$ cat src/rtl/sram_bus_arbiter_pkg.sv
// Shared types and constants for the SRAM bridge-bus arbiter.
package sram_bus_arbiter_pkg;

    typedef enum logic [1:0] {
        IDLE,
        BUSY,
        RECOVER
    } state_t;

    localparam int unsigned ARB_RR    = 0;
    localparam int unsigned ARB_FIXED = 1;

    // Replicated across the data width for read data returned on a timeout.
    localparam logic TIMEOUT_FILL = 1'b1;

endpackage

$ cat src/rtl/sram_bus_arbiter_rr_picker.sv
// Combinational request picker: round-robin from a base index, or lowest index first.
module rr_picker #(
    parameter int unsigned N     = 2,
    parameter int unsigned IDX_W = 1
) (
    input  logic [N-1:0]     req,
    input  logic [IDX_W-1:0] base,
    input  logic             mode,
    output logic [N-1:0]     onehot,
    output logic [IDX_W-1:0] idx,
    output logic             valid
);

    localparam int unsigned SW = IDX_W + 1;

    logic [SW-1:0]    sum;
    logic [IDX_W-1:0] cand;

    always_comb begin
        onehot = '0;
        idx    = '0;
        valid  = 1'b0;
        sum    = '0;
        cand   = '0;
        for (int unsigned i = 0; i < N; i++) begin
            sum = SW'(i);
            if (!mode) begin
                sum = sum + {1'b0, base};
                if (sum >= SW'(N)) begin
                    sum = sum - SW'(N);
                end
            end
            cand = sum[IDX_W-1:0];
            if (!valid && req[cand]) begin
                valid        = 1'b1;
                idx          = cand;
                onehot[cand] = 1'b1;
            end
        end
    end

endmodule

$ cat src/rtl/sram_bus_arbiter.sv
// N-master arbiter in front of one SRAM controller bridge port, with ack timeout.
module sram_bus_arbiter
    import sram_bus_arbiter_pkg::*;
#(
    parameter int unsigned NUM_MASTERS    = 2,
    parameter int unsigned ADDR_W         = 19,
    parameter int unsigned DATA_W         = 16,
    parameter int unsigned BE_W           = DATA_W / 8,
    parameter int unsigned ARB_MODE       = 0,
    parameter int unsigned TIMEOUT_CYCLES = 64
) (
    input  logic                          clk_clk,
    input  logic                          reset_reset_n,
    input  logic [NUM_MASTERS*ADDR_W-1:0] m_address,
    input  logic [NUM_MASTERS-1:0]        m_bus_enable,
    input  logic [NUM_MASTERS*BE_W-1:0]   m_byte_enable,
    input  logic [NUM_MASTERS-1:0]        m_rw,
    input  logic [NUM_MASTERS*DATA_W-1:0] m_write_data,
    output logic [NUM_MASTERS-1:0]        m_acknowledge,
    output logic [NUM_MASTERS*DATA_W-1:0] m_read_data,
    output logic [NUM_MASTERS-1:0]        m_error,
    output logic [ADDR_W-1:0]             s_address,
    output logic [BE_W-1:0]               s_byte_enable,
    output logic                          s_rw,
    output logic [DATA_W-1:0]             s_write_data,
    output logic                          s_bus_enable,
    input  logic                          s_acknowledge,
    input  logic [DATA_W-1:0]             s_read_data,
    output logic [NUM_MASTERS-1:0]        grant
);

    localparam int unsigned IDX_W = $clog2(NUM_MASTERS);
    localparam int unsigned CNT_W = (TIMEOUT_CYCLES > 0) ? $clog2(TIMEOUT_CYCLES + 1) : 1;
    localparam logic [CNT_W-1:0] TMO_FIRE = CNT_W'(TIMEOUT_CYCLES);

    state_t                 state_q, state_d;
    logic [CNT_W-1:0]       cnt_q;
    logic [IDX_W-1:0]       last_grant, start_idx, pick_idx;
    logic [NUM_MASTERS-1:0] pick_onehot;
    logic                   pick_valid, do_grant, do_done, timed_out;

    assign start_idx = (last_grant == IDX_W'(NUM_MASTERS - 1)) ? '0 : last_grant + 1'b1;

    rr_picker #(
        .N     (NUM_MASTERS),
        .IDX_W (IDX_W)
    ) u_picker (
        .req    (m_bus_enable),
        .base   (start_idx),
        .mode   (ARB_MODE == ARB_FIXED),
        .onehot (pick_onehot),
        .idx    (pick_idx),
        .valid  (pick_valid)
    );

    always_ff @(posedge clk_clk or negedge reset_reset_n) begin
        if (!reset_reset_n) begin
            state_q <= IDLE;
        end else begin
            state_q <= state_d;
        end
    end

    // Counter is 0 on the first BUSY cycle; firing at TIMEOUT_CYCLES places the
    // error ack TIMEOUT_CYCLES+1 cycles after s_bus_enable rises. Ack takes precedence.
    always_comb begin
        state_d   = state_q;
        do_grant  = 1'b0;
        do_done   = 1'b0;
        timed_out = 1'b0;
        case (state_q)
            IDLE: begin
                if (pick_valid) begin
                    do_grant = 1'b1;
                    state_d  = BUSY;
                end
            end
            BUSY: begin
                if (s_acknowledge) begin
                    do_done = 1'b1;
                    state_d = RECOVER;
                end else if ((TIMEOUT_CYCLES != 0) && (cnt_q == TMO_FIRE)) begin
                    do_done   = 1'b1;
                    timed_out = 1'b1;
                    state_d   = RECOVER;
                end
            end
            RECOVER: state_d = IDLE;
            default: state_d = IDLE;
        endcase
    end

    always_ff @(posedge clk_clk or negedge reset_reset_n) begin
        if (!reset_reset_n) begin
            cnt_q         <= '0;
            last_grant    <= IDX_W'(NUM_MASTERS - 1);
            grant         <= '0;
            s_bus_enable  <= 1'b0;
            s_address     <= '0;
            s_byte_enable <= '0;
            s_rw          <= 1'b0;
            s_write_data  <= '0;
            m_acknowledge <= '0;
            m_error       <= '0;
            m_read_data   <= '0;
        end else begin
            m_acknowledge <= '0;
            m_error       <= '0;

            if (do_grant) begin
                s_address     <= m_address[pick_idx*ADDR_W +: ADDR_W];
                s_byte_enable <= m_byte_enable[pick_idx*BE_W +: BE_W];
                s_rw          <= m_rw[pick_idx];
                s_write_data  <= m_write_data[pick_idx*DATA_W +: DATA_W];
                s_bus_enable  <= 1'b1;
                grant         <= pick_onehot;
                cnt_q         <= '0;
                if (ARB_MODE == ARB_RR) begin
                    last_grant <= pick_idx;
                end
            end else if (state_q == BUSY) begin
                cnt_q <= cnt_q + 1'b1;
            end

            if (do_done) begin
                s_bus_enable  <= 1'b0;
                grant         <= '0;
                m_acknowledge <= grant;
                m_error       <= timed_out ? grant : '0;
                for (int unsigned i = 0; i < NUM_MASTERS; i++) begin
                    if (grant[i]) begin
                        m_read_data[i*DATA_W +: DATA_W] <= timed_out ? {DATA_W{TIMEOUT_FILL}} : s_read_data;
                    end
                end
            end
        end
    end

endmodule

$ cat config.mk
export PLATFORM = sky130hd
export DESIGN_NAME = sram_bus_arbiter
export DESIGN_NICKNAME = d
export VERILOG_FILES = /design/src/rtl/sram_bus_arbiter_pkg.sv /design/src/rtl/sram_bus_arbiter_rr_picker.sv /design/src/rtl/sram_bus_arbiter.sv
export SDC_FILE = /design/constraint.sdc
export NUM_CORES = 1
export LEC_CHECK = 0
export ABC_AREA = 1
export BUFFER_PORTS_ARGS = -buffer_cell sky130_fd_sc_hd__buf_4
export CORE_UTILIZATION = 45
export DETAILED_ROUTE_END_ITERATION = 8
export GPL_ROUTABILITY_DRIVEN = 0
export HOLD_SLACK_MARGIN = 0.03
export PLACE_DENSITY = 0.76
export SYNTH_ARGS = -nofsm -noshare
export SYNTH_HDL_FRONTEND = slang
export SYNTH_SLANG_ARGS = --single-unit
$ cat constraint.sdc
create_clock -name clk_clk -period 1.65 [get_ports clk_clk]
set_input_delay 0.165 -clock clk_clk [delete_from_list [all_inputs] [get_ports clk_clk]]
set_output_delay 0.165 -clock clk_clk [all_outputs]
set_load 0.01 [all_outputs]
==> flow_metrics.py, run 1 <==
metrics = {
    "outcome": {
        "status": "finished, violations left",
        "violations": "DRC",
    },
    "timing": {
        "max_slew.worst_pin.slew_ns": 0.707,
        "finalCriticalPeriod_ns": 1.53,
        "fin_skew_ns": 0.00719,
        "rsz0062_at_grt": "false",
        "fmax_mhz": 654,
        "fin_crit_sh_pct": 92.7,
        "setup_ws_ns": 0.120,
        "tns_ns": 0,
        "slew_violations": 0,
        "hold_viol": 0,
        "slew-limit-headroom_pct": 52.8,
        "final-setup-viol-count": 0,
    },
    "logic_synthesis": {
        "synthArstFlopShare_pct": 100,
        "ys_seq_elements": 87,
        "syn_area_um2": 4120,
        "yosys_most_used_dff": "dfrtp_1",
        "synth_edf_count": 0,
        "yosysTopAreaCellShare_pct": 52.2,
        "ys_types": 29,
        "yosysWarnings": 0,
        "ys_seq_area_share_pct": 52.8,
        "syn_avg_cell_area_um2": 8.54,
        "synthCells": 483,
        "synth_top_cell_by_area": "dfrtp_1",
        "syn_nets": 582,
        "yosys-top-cells-area": "dfrtp_1 52%, inv_1 8.7%, o21ai_0 6.3%",
    },
    "layout": {
        "drive_gt1_share_pct": 35.0,
        "n_fill_cell": 730,
        "fin_cells": 760,
        "mostFrequentLayoutCells": "180 x buf_4, 96 x inv_1, 86 x dfrtp_1",
        "insertedDiodeCount": 0,
        "flow.area_growth_from_synthesis_pct": 38.0,
        "layout_commonest_cell": "buf_4",
        "nets": 747,
    },
    "clock_network": {
        "clk_latency_ns": 0.34,
        "cts_setup_buffers": 0,
        "clockBufferDepth": 2,
        "tritoncts": "done",
        "root_buffer": "clkbuf_8",
        "clock_sink_count": 87,
        "cts.clk_slew.worst_paths_ns": 0.08,
        "cts_buffers": 9,
        "h-tree-depth": 3,
        "hold_buffers": 1,
        "cts_resized": 0,
    },
    "worst_setup_path": {
        "critical_path_arrival_ns": 1.78,
        "regToRegSetupSlack_ns": 0.12,
        "worstPathMaxFanout": 45,
        "endpoint_kind": "register",
        "reg2reg_from": "state_q[0]$_DFFE_PN0P_",
        "critPathRequiredTime_ns": 1.90,
        "cp-start-kind": "register",
        "r2r-end": "cnt_q[3]$_DFFE_PN0P_",
        "critPathKind": "reg2reg",
        "reg2regPathDepth": 5,
    },
    "floorplan": {
        "die_w_um": 97.7,
        "rows": 34,
        "num_io_pins": 174,
        "dieHeight_um": 97.7,
        "initial_core_util_pct": 46.8,
        "design.die.area_um2": 9550,
        "coreArea_um2": 8810,
    },
    "detailed_routing": {
        "via_count": 3775,
        "drt-initial-drc-count": 167,
        "ant_nets": 0,
        "detail_route.drc_violations": 22,
        "drt-total-wl_um": 10300,
        "viasPerCell": 4.97,
        "drtPass1Iterations": 7,
        "avgRoutedWirePerCell_um": 13.6,
    },
    "placement": {
        "place_inst": 744,
        "numPortBuffers": 173,
        "hpwlAfterDp_um": 7590,
        "dp_worst_setup_slack_ns": 0.131,
    },
    "flow_run": {
        "cap_violations": 0,
    },
    "hold_path": {
        "min_path_type": "in2reg",
        "hold_end": "s_address[10]$_DFFE_PN0P_",
        "hold_depth": 3,
        "hold_path_startpoint": "m_address[10]",
    },
    "grt": {
        "antenna_found_initial": 0,
        "grt_pass1_vias": 3646,
        "grt_pass1_wl_um": 17300,
        "grt_use_total_pct": 22.6,
        "grt_max_degree": 61,
        "grt_overflow": 0,
    },
    "pwr": {
        "power.switching_mw": 3.71,
        "power.share.sequential_pct": 38.9,
        "clock_power_share_pct": 15.1,
        "p_per_area_nw_per_um2": 1700,
        "peakVddDrop_uv": 939,
        "p_leak_nw": 3.18,
        "pwr-share-comb_pct": 46.1,
        "intPower_mw": 5.97,
        "swShare_pct": 38.4,
    },
}
final cells by class:
class                      instances  area [um2]  area share [%]
inverter                          98         368            6.46
timing repair buffer             184        1420            25.0
clock inverter                     4        45.0           0.791
clock buffer                      11         151            2.66
sequential                        87        2180            38.3
tap                              108         135            2.37
multi-input combinational        268        1390            24.5
flip-flops by register name, summed over array words and instances (netlist names), 2 cells and up:
register,cells
m_error,2
m_acknowledge,2
grant,2
s_write_data,16
state_q,2
m_read_data,32
s_byte_enable,2
cnt_q,7
s_address,19
stage by stage:
stage | total power [mW] | cell area [um2] | hold slack (ns) | utilization [%]
after floorplan | 6.15 | 4120 | -0.131 | -
after global placement | 8.12 | 5490 | 0.186 | 62.3
after detailed placement | 8.27 | 5490 | 0.195 | 62.3
after CTS | 9.76 | 5690 | 0.0697 | 64.6
after global routing | 10.4 | 5690 | 0.0783 | 64.6
final | 9.68 | 5690 | 0.0810 | 64.6
cell usage after synthesis (3+ instances only):
cell	n
clkbuf_1	6
a21oi_2	18
inv_1	96
o21ai_1	30
nand2_1	56
buf_6	6
buf_4	3
nor2_1	46
o21ai_0	52
buf_2	12
a21oi_1	17
dfrtp_1	86
nand4_1	32
power by group through the flow:
stage                     registers (mW)  clock network [mW]  logic (mW)
after global placement              3.75                   0        4.37
final                               3.76                1.46        4.46
after detailed placement            3.78                   0        4.49
after global routing                3.89                1.59        4.92
after floorplan                     4.03                   0        2.12
after CTS                           3.76                1.50        4.49
cells by family after synthesis:
kind of cell | count (synthesis) | share of synthesized area [%]
AOI/OAI and AO/OA | 120 | 16.4
adders and majority gates | 2 | 0.607
buffers and inverters | 128 | 13.4
DFF | 87 | 52.8
and+or+nand+nor | 146 | 16.7
worst max path at each step:
stage,start,end,slack [ns]
3_3_place_gp,state_q[0]$_DFFE_PN0P_,cnt_q[3]$_DFFE_PN0P_,0.21
6_report,state_q[0]$_DFFE_PN0P_,cnt_q[3]$_DFFE_PN0P_,0.12
2_1_floorplan,cnt_q[0]$_DFFE_PN0P_,m_read_data[10]$_DFFE_PN0P_,0.35
5_1_grt,state_q[0]$_DFFE_PN0P_,cnt_q[3]$_DFFE_PN0P_,0.002
3_5_place_dp,state_q[0]$_DFFE_PN0P_,cnt_q[3]$_DFFE_PN0P_,0.13
4_1_cts,state_q[0]$_DFFE_PN0P_,cnt_q[3]$_DFFE_PN0P_,0.10
metal layers:
layer  up-vias  track usage [%]  share of wire [%]
li1       1859                -                  -
met1      1753             29.6                 43
met2       148             36.8                 48
met3        15             5.51                7.4
met4         0             7.69                1.6
met5         -                0                  0
worst max-delay path, stage by stage (launching register included):
cell and delay (ns):
dfrtp_1 0.37, nor2_1 0.05, o21a_2 0.12, inv_2 0.52
o21ai_0 0.19, a21oi_1 0.19
Note: power is estimated with default switching activity, not from simulation.
==> inputs of run 2 (changes only) <==
==> constraint.sdc (replaced) <==
create_clock -name clk_clk -period 1.65 [get_ports clk_clk]
set_input_delay 0 -clock clk_clk [delete_from_list [all_inputs] [get_ports clk_clk]]
set_output_delay 0 -clock clk_clk [all_outputs]
set_load 0.01 [all_outputs]
==> run 2 against run 1 <==
Against the previous run: the run still ends with DRC left; sequential power is essentially flat; sequential share of layout area shrank 4.9 points; maximum frequency grew 1.2%; critical path depth grew 3; first-iteration DRC count grew 40%; register-to-register slack gained 0.02 ns; via count grew 15%; core utilization grew 9.5 points; largest power group unchanged; highest routed layer unchanged.
==> flow_metrics.py, run 2 (synthesis gave the netlist of run 1 again) <==
metrics = {
    "worst_setup_path": {
        "slowest_delay_ns": 0.40,
        "endpoint_kind": "register",
        "reg2regPathDepth": 8,
        "regToRegSetupSlack_ns": 0.14,
        "worstPathMaxFanout": 17,
        "r2r-end": "m_read_data[16]$_DFFE_PN0P_",
        "critical_path_arrival_ns": 1.77,
        "reg2reg_from": "cnt_q[0]$_DFFE_PN0P_",
        "cpMostUsedCell": "inv_1",
        "critical_path.endpoint": "m_read_data[16]$_DFFE_PN0P_",
        "critPathRequiredTime_ns": 1.91,
        "critPathKind": "reg2reg",
        "crit_start": "cnt_q[0]$_DFFE_PN0P_",
        "crit_chain": "inv_1 > ha_1 > nand2_1 > inv_1 > nand3_2 > nand2_4 > nand3_4 > a21oi_1",
        "cp-start-kind": "register",
        "slowest_stage": "dfrtp_1",
    },
    "timing": {
        "slew_violations": 0,
        "fin_skew_ns": 0.00831,
        "final-setup-viol-count": 0,
        "finalCriticalPeriod_ns": 1.51,
        "fin_crit_sh_pct": 91.6,
        "fmax_mhz": 662,
        "slew-limit-headroom_pct": 68.8,
        "hold_viol": 0,
        "rsz0062_at_grt": "true",
        "holdWs_ns": 0.0439,
        "max_slew.worst_pin.slew_ns": 0.465,
        "setup_ws_ns": 0.139,
    },
    "floorplan": {
        "num_io_pins": 174,
        "die_w_um": 97.7,
        "design.die.area_um2": 9550,
        "initial_core_util_pct": 46.8,
        "dieHeight_um": 97.7,
        "coreArea_um2": 8810,
        "rows": 34,
    },
    "pwr": {
        "finalPower_mw": 9.93,
        "p_leak_nw": 3.52,
        "p_per_area_nw_per_um2": 1520,
        "peakVddDrop_uv": 888,
    },
    "clock_network": {
        "tritoncts": "done",
        "clockBufferDepth": 2,
        "cts_setup_buffers": 0,
        "cts.clk_slew.worst_paths_ns": 0.08,
        "root_buffer": "clkbuf_8",
        "clk_latency_ns": 0.34,
        "cts_buffers": 9,
        "h-tree-depth": 3,
        "clock_sink_count": 87,
    },
    "layout": {
        "register_area_um2": 2180,
        "mostFrequentLayoutCells": "180 x buf_4, 96 x inv_1, 87 x dlygate4sd3_1",
        "layout_commonest_cell": "buf_4",
        "largest_register_ffs": 32,
        "flow.area_growth_from_synthesis_pct": 58.2,
        "multi_input_area_um2": 1390,
        "n_fill_cell": 563,
        "regMostFlops": "m_read_data",
        "drive_gt1_share_pct": 30.4,
        "final_area_um2": 6530,
        "nets": 833,
        "insertedDiodeCount": 0,
        "largest_registers": "m_read_data x32, s_address x19, s_write_data x16",
    },
    "hold_path": {
        "min_path_type": "in2reg",
    },
    "detailed_routing": {
        "drt-initial-drc-count": 234,
        "via_count": 4354,
        "drt-total-wl_um": 13000,
        "viasPerCell": 5.16,
        "drtPass1Iterations": 7,
        "avgRoutedWirePerCell_um": 15.4,
        "ant_nets": 0,
        "detail_route.drc_violations": 22,
    },
    "grt": {
        "grt_max_degree": 46,
        "antenna_found_initial": 0,
        "grt_overflow": 0,
        "grt_use_total_pct": 28.5,
        "grt_pass1_wl_um": 21900,
        "grt_pass1_vias": 4597,
    },
    "placement": {
        "numPortBuffers": 173,
        "hpwlAfterDp_um": 7610,
        "place_area_um2": 5490,
        "dp_worst_setup_slack_ns": 0.145,
    },
    "outcome": {
        "status": "finished, violations left",
        "violations": "DRC",
    },
    "flow_run": {
        "cap_violations": 0,
    },
}
[run 2: changes by cell type in the layout (fill, tap and decap cells not counted)]
cell / before / now
clkbuf_1: 0 / 2
clkbuf_8: 11 / 9
clkinv_2: 3 / 1
dlygate4sd3_1: 1 / 87
inv_2: 2 / 1
inv_4: 0 / 1
[run 2: how the worst min path moves through the flow]
stage	to	startpoint	slack, ns	cells after the start
6_report	m_read_data[4]$_DFFE_PN0P_	s_read_data[4]	0.04	5
5_1_grt	m_read_data[10]$_DFFE_PN0P_	s_read_data[10]	0.05	5
4_1_cts	m_read_data[26]$_DFFE_PN0P_	s_read_data[10]	0.04	5
3_5_place_dp	m_read_data[24]$_DFFE_PN0P_	reset_reset_n	-0.05	1
3_3_place_gp	m_read_data[24]$_DFFE_PN0P_	reset_reset_n	-0.06	1
2_1_floorplan	cnt_q[0]$_DFFE_PN0P_	reset_reset_n	-0.30	0
[run 2: cell type report]
type | instances | share of cell area (%)
multi-input cells | 268 | 21.3
clock buffers | 11 | 2.01
clock inverters | 2 | 0.537
flip-flops and latches | 87 | 33.4
inverters | 98 | 5.68
repair buffers | 270 | 35.0
well taps | 108 | 2.07
[run 2: layer usage]
layer  share of wire (%)  up-vias  wire [um]  global-route usage, %
met2                  48      241       6220                   47.5
met3                 8.3       29       1080                   6.23
met5                   0        -          0                      0
li1                    -     2033          -                      -
met1                  41     2051       5350                   36.4
met4                 2.4        0        312                   10.8
[run 2: metrics by stage]
step	utilization [%]	setup TNS [ns]	cells
detailed placement	62.3	0	744
finish	74.1	0	844
global route	74.1	-0.00724	844
floorplan	-	0	483
CTS	74.1	0	844
global placement	62.3	0	744
[run 2: power by group]
group	switching (mW)	internal [mW]	leakage [nW]	total, mW
Clock	0.692	0.675	0.0851	1.37
Sequential	0.684	3.10	1.02	3.78
Combinational	2.54	2.24	2.41	4.78
[run 2: repair_timing]
| action | in CTS | in global routing |
|---|---|---|
| hold buffers | 87 | 0 |
| endpoints found under the hold margin | 140 | 0 |
| resized for setup | 0 | 2 |
| setup endpoints to repair | 0 | 6 |
[run 2: critical path: cells and delay by family (launching register included)]
kind / cells / cell delay, ns
buffers and inverters: 2 / 0.16
AO/OA/AOI/OAI: 1 / 0.22
adder cells (fa/ha/maj): 1 / 0.15
AND/OR/NAND/NOR: 4 / 0.51
flip-flops: 1 / 0.40
